<file path="src/rtl/matriz_pkg.sv">
// Shared types and constants for the LED matrix column controller.
// Holds the matrix geometry, the scan state encoding and the column bitmap
// type used by the frame buffers.
package matriz_pkg;

  localparam int N_COLS = 5;
  localparam int N_ROWS = 7;

  // Index of the last column; advancing from here wraps to column 0 and
  // marks a frame boundary.
  localparam logic [2:0] ULTIMA_COL = 3'(N_COLS - 1);

  // One column of the display; bit 6 is row l0.
  typedef logic [N_ROWS-1:0] coluna_t;

  typedef enum logic [1:0] {
    DESLIGADO,
    APAGADO,
    ACESO
  } estado_t;

  function automatic logic [2:0] proxima_coluna(input logic [2:0] col);
    return (col == ULTIMA_COL) ? 3'd0 : col + 3'd1;
  endfunction

endpackage

</file>
<file path="src/rtl/controlador_matriz_if.sv">
// Producer-side bus of the matrix controller: back-buffer column writes
// (valid/ready) and the swap request/acknowledge pair.
// Signals:
//   wr_valid  producer has a column write
//   wr_ready  back buffer accepts writes
//   wr_col    back-buffer column index, 0..4
//   wr_data   column bitmap, bit 6 = row l0
//   swap_req  one-cycle request to publish the back buffer
//   swap_ack  one-cycle pulse when the swap is performed
// Modports: master = producer (game/pattern logic), slave = controller.
interface controlador_matriz_if;
  import matriz_pkg::*;

  logic       wr_valid;
  logic       wr_ready;
  logic [2:0] wr_col;
  coluna_t    wr_data;
  logic       swap_req;
  logic       swap_ack;

  modport master (
    output wr_valid, wr_col, wr_data, swap_req,
    input  wr_ready, swap_ack
  );

  modport slave (
    input  wr_valid, wr_col, wr_data, swap_req,
    output wr_ready, swap_ack
  );

endinterface

</file>
<file path="src/rtl/controlador_matriz_prescaler.sv">
// Column-period prescaler for the matrix scan.
// Ports:
//   clk, reset  clock and asynchronous active-high reset
//   clear       forces the count back to 0 (has priority over run)
//   run         advances the count; it wraps from DIV_MAX to 0
//   count       current position inside the column period
//   tick        high while count == DIV_MAX (last clock of the period)
module prescaler_varredura #(
  parameter int DIV_WIDTH = 16,
  parameter int DIV_MAX   = 49999
) (
  input  logic                 clk,
  input  logic                 reset,
  input  logic                 clear,
  input  logic                 run,
  output logic [DIV_WIDTH-1:0] count,
  output logic                 tick
);

  localparam logic [DIV_WIDTH-1:0] MAX_COUNT = DIV_WIDTH'(DIV_MAX);

  always_ff @(posedge clk or posedge reset) begin
    if (reset) begin
      count <= '0;
    end else if (clear) begin
      count <= '0;
    end else if (run) begin
      count <= (count == MAX_COUNT) ? '0 : count + DIV_WIDTH'(1);
    end
  end

  assign tick = (count == MAX_COUNT);

endmodule

</file>
<file path="src/rtl/controlador_matriz.sv">
// Column-scan sequencer and double-buffered frame store for the 7x5 LED
// matrix driver. The producer fills the back buffer through the write port
// and requests a swap; the back buffer is copied to the front buffer only
// at a frame boundary (column 4 -> 0), so a frame is never shown half-updated.
// Ports:
//   clk, reset      clock and asynchronous active-high reset
//   ativar          display on; 0 blanks the display and parks the scan
//   wr              producer bus (writes + swap handshake), slave side
//   frame_done      one-cycle pulse after each completed 5-column frame
//   contador        column index to the matrix driver
//   enable          column enable; low for BLANK_CYCLES at each column start
//   mapa0..mapa4    front-buffer columns 0..4
module controlador_matriz
  import matriz_pkg::*;
#(
  parameter int DIV_WIDTH    = 16,
  parameter int DIV_MAX      = 49999,
  parameter int BLANK_CYCLES = 4
) (
  input  logic                 clk,
  input  logic                 reset,
  input  logic                 ativar,
  controlador_matriz_if.slave  wr,
  output logic                 frame_done,
  output logic [2:0]           contador,
  output logic                 enable,
  output coluna_t              mapa0,
  output coluna_t              mapa1,
  output coluna_t              mapa2,
  output coluna_t              mapa3,
  output coluna_t              mapa4
);

  // The FSM leaves APAGADO on the edge where the prescaler becomes
  // BLANK_CYCLES, i.e. while it still reads BLANK_CYCLES-1.
  localparam logic [DIV_WIDTH-1:0] BLANK_LAST = DIV_WIDTH'(BLANK_CYCLES - 1);

  estado_t              state;
  estado_t              state_next;
  logic [DIV_WIDTH-1:0] presc;
  logic                 presc_tick;
  logic                 presc_clear;
  logic                 presc_run;
  logic                 col_step;
  logic                 wrap;
  logic                 swap_fire;
  logic                 pending;
  logic                 wr_accept;
  coluna_t              back  [N_COLS];
  coluna_t              front [N_COLS];

  prescaler_varredura #(
    .DIV_WIDTH (DIV_WIDTH),
    .DIV_MAX   (DIV_MAX)
  ) u_presc (
    .clk   (clk),
    .reset (reset),
    .clear (presc_clear),
    .run   (presc_run),
    .count (presc),
    .tick  (presc_tick)
  );

  always_ff @(posedge clk or posedge reset) begin
    if (reset) begin
      state <= DESLIGADO;
    end else begin
      state <= state_next;
    end
  end

  // Dropping ativar always wins over a column step, so turning the display
  // off on the last clock of column 4 does not count as a frame boundary.
  always_comb begin
    state_next  = state;
    presc_clear = 1'b0;
    presc_run   = 1'b0;
    col_step    = 1'b0;
    unique case (state)
      DESLIGADO: begin
        presc_clear = 1'b1;
        if (ativar) state_next = APAGADO;
      end
      APAGADO: begin
        if (!ativar) begin
          state_next  = DESLIGADO;
          presc_clear = 1'b1;
        end else begin
          presc_run = 1'b1;
          if (presc == BLANK_LAST) state_next = ACESO;
        end
      end
      ACESO: begin
        if (!ativar) begin
          state_next  = DESLIGADO;
          presc_clear = 1'b1;
        end else begin
          presc_run = 1'b1;
          if (presc_tick) begin
            state_next = APAGADO;
            col_step   = 1'b1;
          end
        end
      end
      default: begin
        state_next  = DESLIGADO;
        presc_clear = 1'b1;
      end
    endcase
  end

  assign wrap      = col_step && (contador == ULTIMA_COL);
  assign swap_fire = wrap && (pending || wr.swap_req);
  assign wr_accept = wr.wr_valid && !pending;

  assign wr.wr_ready = !pending;

  // enable is registered from the next state so it falls on the same edge
  // that contador changes.
  always_ff @(posedge clk or posedge reset) begin
    if (reset) begin
      contador    <= 3'd0;
      enable      <= 1'b0;
      frame_done  <= 1'b0;
      wr.swap_ack <= 1'b0;
    end else begin
      if (state_next == DESLIGADO) begin
        contador <= 3'd0;
      end else if (col_step) begin
        contador <= proxima_coluna(contador);
      end
      enable      <= (state_next == ACESO);
      frame_done  <= wrap;
      wr.swap_ack <= swap_fire;
    end
  end

  // A swap request arriving on the boundary edge itself is served right
  // away, so pending is never seen high in that case.
  always_ff @(posedge clk or posedge reset) begin
    if (reset) begin
      pending <= 1'b0;
    end else if (swap_fire) begin
      pending <= 1'b0;
    end else if (wr.swap_req) begin
      pending <= 1'b1;
    end
  end

  // Writes to column indices above 4 are handshaken but dropped. The front
  // copy takes the back buffer as it was before this edge's write.
  always_ff @(posedge clk or posedge reset) begin
    if (reset) begin
      for (int i = 0; i < N_COLS; i++) begin
        back[i]  <= '0;
        front[i] <= '0;
      end
    end else begin
      for (int i = 0; i < N_COLS; i++) begin
        if (wr_accept && (wr.wr_col == 3'(i))) back[i] <= wr.wr_data;
        if (swap_fire) front[i] <= back[i];
      end
    end
  end

  assign mapa0 = front[0];
  assign mapa1 = front[1];
  assign mapa2 = front[2];
  assign mapa3 = front[3];
  assign mapa4 = front[4];

endmodule

</file>
<file path="src/flat_wrapper.sv">
// flat-port wrapper written by rule: the top's interface ports become plain ports
module controlador_matriz_flat import matriz_pkg::*;
#(
  parameter int DIV_WIDTH    = 16,
  parameter int DIV_MAX      = 49999,
  parameter int BLANK_CYCLES = 4
)
  (clk, reset, ativar, frame_done, contador, enable, mapa0, mapa1, mapa2, mapa3, mapa4, wr_wr_valid, wr_wr_col, wr_wr_data, wr_swap_req, wr_wr_ready, wr_swap_ack);
  controlador_matriz_if wr_i ();
  input  logic clk;
  input  logic reset;
  input  logic ativar;
  output logic frame_done;
  output logic [2:0] contador;
  output logic enable;
  output coluna_t mapa0;
  output coluna_t mapa1;
  output coluna_t mapa2;
  output coluna_t mapa3;
  output coluna_t mapa4;
  input wire logic [$bits(wr_i.wr_valid)-1:0] wr_wr_valid;
  input wire logic [$bits(wr_i.wr_col)-1:0] wr_wr_col;
  input wire logic [$bits(wr_i.wr_data)-1:0] wr_wr_data;
  input wire logic [$bits(wr_i.swap_req)-1:0] wr_swap_req;
  output wire logic [$bits(wr_i.wr_ready)-1:0] wr_wr_ready;
  output wire logic [$bits(wr_i.swap_ack)-1:0] wr_swap_ack;
  assign wr_i.wr_valid = wr_wr_valid;
  assign wr_i.wr_col = wr_wr_col;
  assign wr_i.wr_data = wr_wr_data;
  assign wr_i.swap_req = wr_swap_req;
  assign wr_wr_ready = wr_i.wr_ready;
  assign wr_swap_ack = wr_i.swap_ack;
  controlador_matriz #(.DIV_WIDTH(DIV_WIDTH), .DIV_MAX(DIV_MAX), .BLANK_CYCLES(BLANK_CYCLES)) u_core (.clk(clk), .reset(reset), .ativar(ativar), .wr(wr_i), .frame_done(frame_done), .contador(contador), .enable(enable), .mapa0(mapa0), .mapa1(mapa1), .mapa2(mapa2), .mapa3(mapa3), .mapa4(mapa4));
endmodule
</file>
<file path="config.mk">
export PLATFORM = sky130hd
export DESIGN_NAME = controlador_matriz_flat
export DESIGN_NICKNAME = d
export VERILOG_FILES = /design/src/rtl/matriz_pkg.sv /design/src/rtl/controlador_matriz_if.sv /design/src/rtl/controlador_matriz_prescaler.sv /design/src/rtl/controlador_matriz.sv /design/src/flat_wrapper.sv
export SDC_FILE = /design/constraint.sdc
export NUM_CORES = 1
export LEC_CHECK = 0
export CORE_MARGIN = 4
export CORE_UTILIZATION = 51
export DETAILED_ROUTE_END_ITERATION = 10
export PLACE_DENSITY = 0.84
export SYNTH_ARGS = -nofsm -noshare
export SYNTH_HDL_FRONTEND = slang
export SYNTH_HIERARCHICAL = 1
export SYNTH_SLANG_ARGS = --single-unit
</file>
<file path="constraint.sdc">
create_clock -name clk -period 5 [get_ports clk]
set_input_delay 1.25 -clock clk [delete_from_list [all_inputs] [get_ports clk]]
set_output_delay 1.25 -clock clk [all_outputs]
set_load 0.1 [all_outputs]
</file>
==> summary.txt <==
Run status
  – Outcome: complete, no violations

CTS
  – CTS buffer count: 9
  – Clock Path Buffers: 2
  – Clk slew on worst S/H paths: 90 ps
  – Clock Latency Late Sink: 360 ps
  – Post_cts resized: 0
  – Post-CTS Setup Repair Bufs: 0
  – Sink Count: 95
  – CTS tree: yes
  – Hold_buf cts: 0
  – Root Driver: clkbuf_8
  – H-tree level count: 3

Logic synthesis
  – Commonest cells post-synth: dfrtp_1 (95), mux2_2 (66), nor2_1 (20), nand2_1 (16)
  – Seq cells post-synth: 95
  – Post-synth EDFFs: 0
  – Post-synth ARST share: 1.000
  – Yosys synthesis warning count: 6
  – Register area share after synthesis: 0.5857
  – Synth cell types: 48
  – Dominant synthesized flop cell: dfrtp_1
  – Synth area leaders: dfrtp_1 (59%), mux2_2 (18%), ha_1 (2.2%)
  – Post-synthesis instance total: 303
  – Mapped Nets: 325
  – Synthesized area: 4059 µm²
  – Cell with the most instances after synthesis: dfrtp_1
  – Area fraction of the dominant cell type after synthesis: 0.5857
  – Avg Cell Area, Syn: 13.40 µm²
  – Yosys top cell by area: dfrtp_1

STA
  – RSZ-0062 raised after global routing: false
  – Endpoints failing setup: 0
  – Final worst path period share: 0.6473
  – TNS Setup: 0 ps
  – Fin crit period: 3236 ps
  – Fmax: 0.3090 GHz
  – Worst-Margin Slew: 1038 ps
  – Final Skew: 10.44 ps
  – Slew Limit Fails: 0
  – Slew headroom: 0.3059
  – Final hold violations: 0

Worst hold path
  – Worst min path class: flop to flop
  – Hold Crit Start: u_core/back[16]

Finish
  – Layout area overhead: 22.01%
  – Layout cell share with drive strength beyond 1: 0.2715
  – Filler cell count: 585
  – Final #Nets: 390
  – Finished Layout Cells: 474
  – Diodes inserted: 0

GRT
  – Antenna violations before repair: 0
  – Largest net degree at the start of global routing: 42
  – Tot GR Track Use: 0.1726
  – GR Overflow Total: 0
  – Vias in the first global route: 2637
  – First-pass GRT wire length: 13.06 mm

Floorplanning
  – Initial core utilization: 0.5253
  – Io pins: 57
  – Die Wd: 97.21 µm
  – Die height: 97.21 µm
  – Die ar.: 9450 µm²
  – Total core area: 7727 µm²
  – FP Rows: 32

Route
  – Final WL: 7.868 mm
  – Routed Antenna Nets: 0
  – Routed via count: 2627
  – Post-route DRC violation count: 0
  – Routed length per instance: 16.60 µm
  – Pre-antenna DRT Iters: 4
  – Vias per cell: 5.542
  – Iter 0 DRT Violations: 108

Placement
  – Post-Place Cells: 459
  – Placer congestion estimate: 0.8663
  – Dpl hpwl: 5.658 mm
  – Count of buffers from port buffering: 56

Worst setup path
  – Critical Path Start Type: flop
  – CP max FO: 3
  – Critical path class: flop to output pin
  – Required @ worst endpoint: 3750 ps
  – Crit Reg-Reg Startpoint: u_core/u_presc/count[10]
  – Crit path DAT: 1990 ps
  – Critical Path End Type: output pin
  – Worst setup path start: u_core/pending

Job
  – Max_cap viols: 0

Power
  – Peak VDD IR: 0.0001494 V
  – Pwr Density: 285.2 nW/µm²
  – Static Leak: 0.002307 µW
where the power goes:
group / internal (µW) / switching [µW] / leakage, µW
clock: 232 / 263 / 0.0000883
combinational: 48.8 / 72.7 / 0.000906
sequential: 782 / 13.9 / 0.00131
layout make-up:
| type | count | area, µm² | area share |
|---|---|---|---|
| flip-flops and latches | 95 | 2377 | 0.4800 |
| multi-input cells | 195 | 1632 | 0.3295 |
| repair buffers | 58 | 588.1 | 0.1187 |
| well taps | 102 | 127.6 | 0.02577 |
| clock buffers | 9 | 123.9 | 0.02501 |
| clock inverters | 6 | 70.07 | 0.01415 |
| inverters | 9 | 33.78 | 0.006822 |
flip-flops by register name (all words and copies together) (netlist names):
register,flops
u_core/back,35
u_core/u_presc/count,16
u_core/mapa0,7
u_core/mapa1,7
u_core/mapa2,7
u_core/mapa3,7
u_core/mapa4,7
u_core/contador,3
u_core/state,2
u_core/enable,1
u_core/frame_done,1
u_core/pending,1
u_core/wr.swap_ack,1
worst max-delay path, cell delays in order, from the launching register on:
cell	delay (ps)
dfrtp_1	400
inv_1	80
clkdlybuf4s50_1	1140
logic make-up after synthesis:
logic type      Yosys count  share of synthesized area
simple gates             79                     0.1122
compound gates           30                    0.05240
fa+ha+maj                 7                    0.02158
flops                    95                     0.5857
xor+xnor                  7                    0.01511
mux                      72                     0.1991
buf+inv                  13                    0.01387
routing by layer:
layer  GRT usage  routed length [µm]  vias to the layer above  part of all wire
li1            -                   -                     1222                 -
met1      0.2173                3314                     1329              0.42
met2      0.2919                4032                       70              0.51
met3     0.04379                 447                        6             0.057
met4     0.05751                  74                        0            0.0094
met5           0                   0                        -                 0
layout by cell type, fill, tap and decap left out, types with 2 or more instances in the layout:
cell	instances
nor3_1	2
nand3_1	9
o31ai_1	2
a21o_2	2
nand3b_1	3
a21oi_1	7
nand2_1	16
xnor2_1	3
xor2_1	4
nor2_1	20
nor3b_1	2
or3_1	2
clkdlybuf4s50_1	56
inv_1	8
clkbuf_8	9
nand4b_1	2
nor4_1	3
mux2_2	66
inv_6	2
dfrtp_1	95
mux2_1	4
or4_4	3
a21o_1	2
ha_1	7
nand4_1	4
clkinvlp_4	3
o21ai_0	7
and2_1	2
mux2i_1	2
path summary, 6_finish.rpt:
path | to | slack, ps | cells past startpoint
min | u_core/mapa2[2] | 500 | 1
min reg2reg | u_core/mapa2[2] | 500 | 1
max in group asynchronous | u_core/back[15] | 2930 | 3
max reg2reg | u_core/mapa0[2] | 1860 | 6
max | wr_wr_ready | 1760 | 2
min in group asynchronous | u_core/u_presc/count[15] | 1300 | 2
per-stage QoR:
| stage | util | total power [µW] | instance area, µm² | hold WS, ps | setup WS (ps) |
|---|---|---|---|---|---|
| after floorplan | - | 894.7 | 4059 | 458.5 | 1727 |
| after global placement | 0.6158 | 927.9 | 4758 | 465.8 | 1701 |
| after detailed placement | 0.6158 | 933.7 | 4758 | 482.8 | 1665 |
| after CTS | 0.6409 | 1426 | 4952 | 502.4 | 1749 |
| after global routing | 0.6409 | 1473 | 4952 | 515.7 | 1679 |
| final | 0.6409 | 1412 | 4952 | 497.7 | 1764 |
Power figures use the tool's default switching activity.
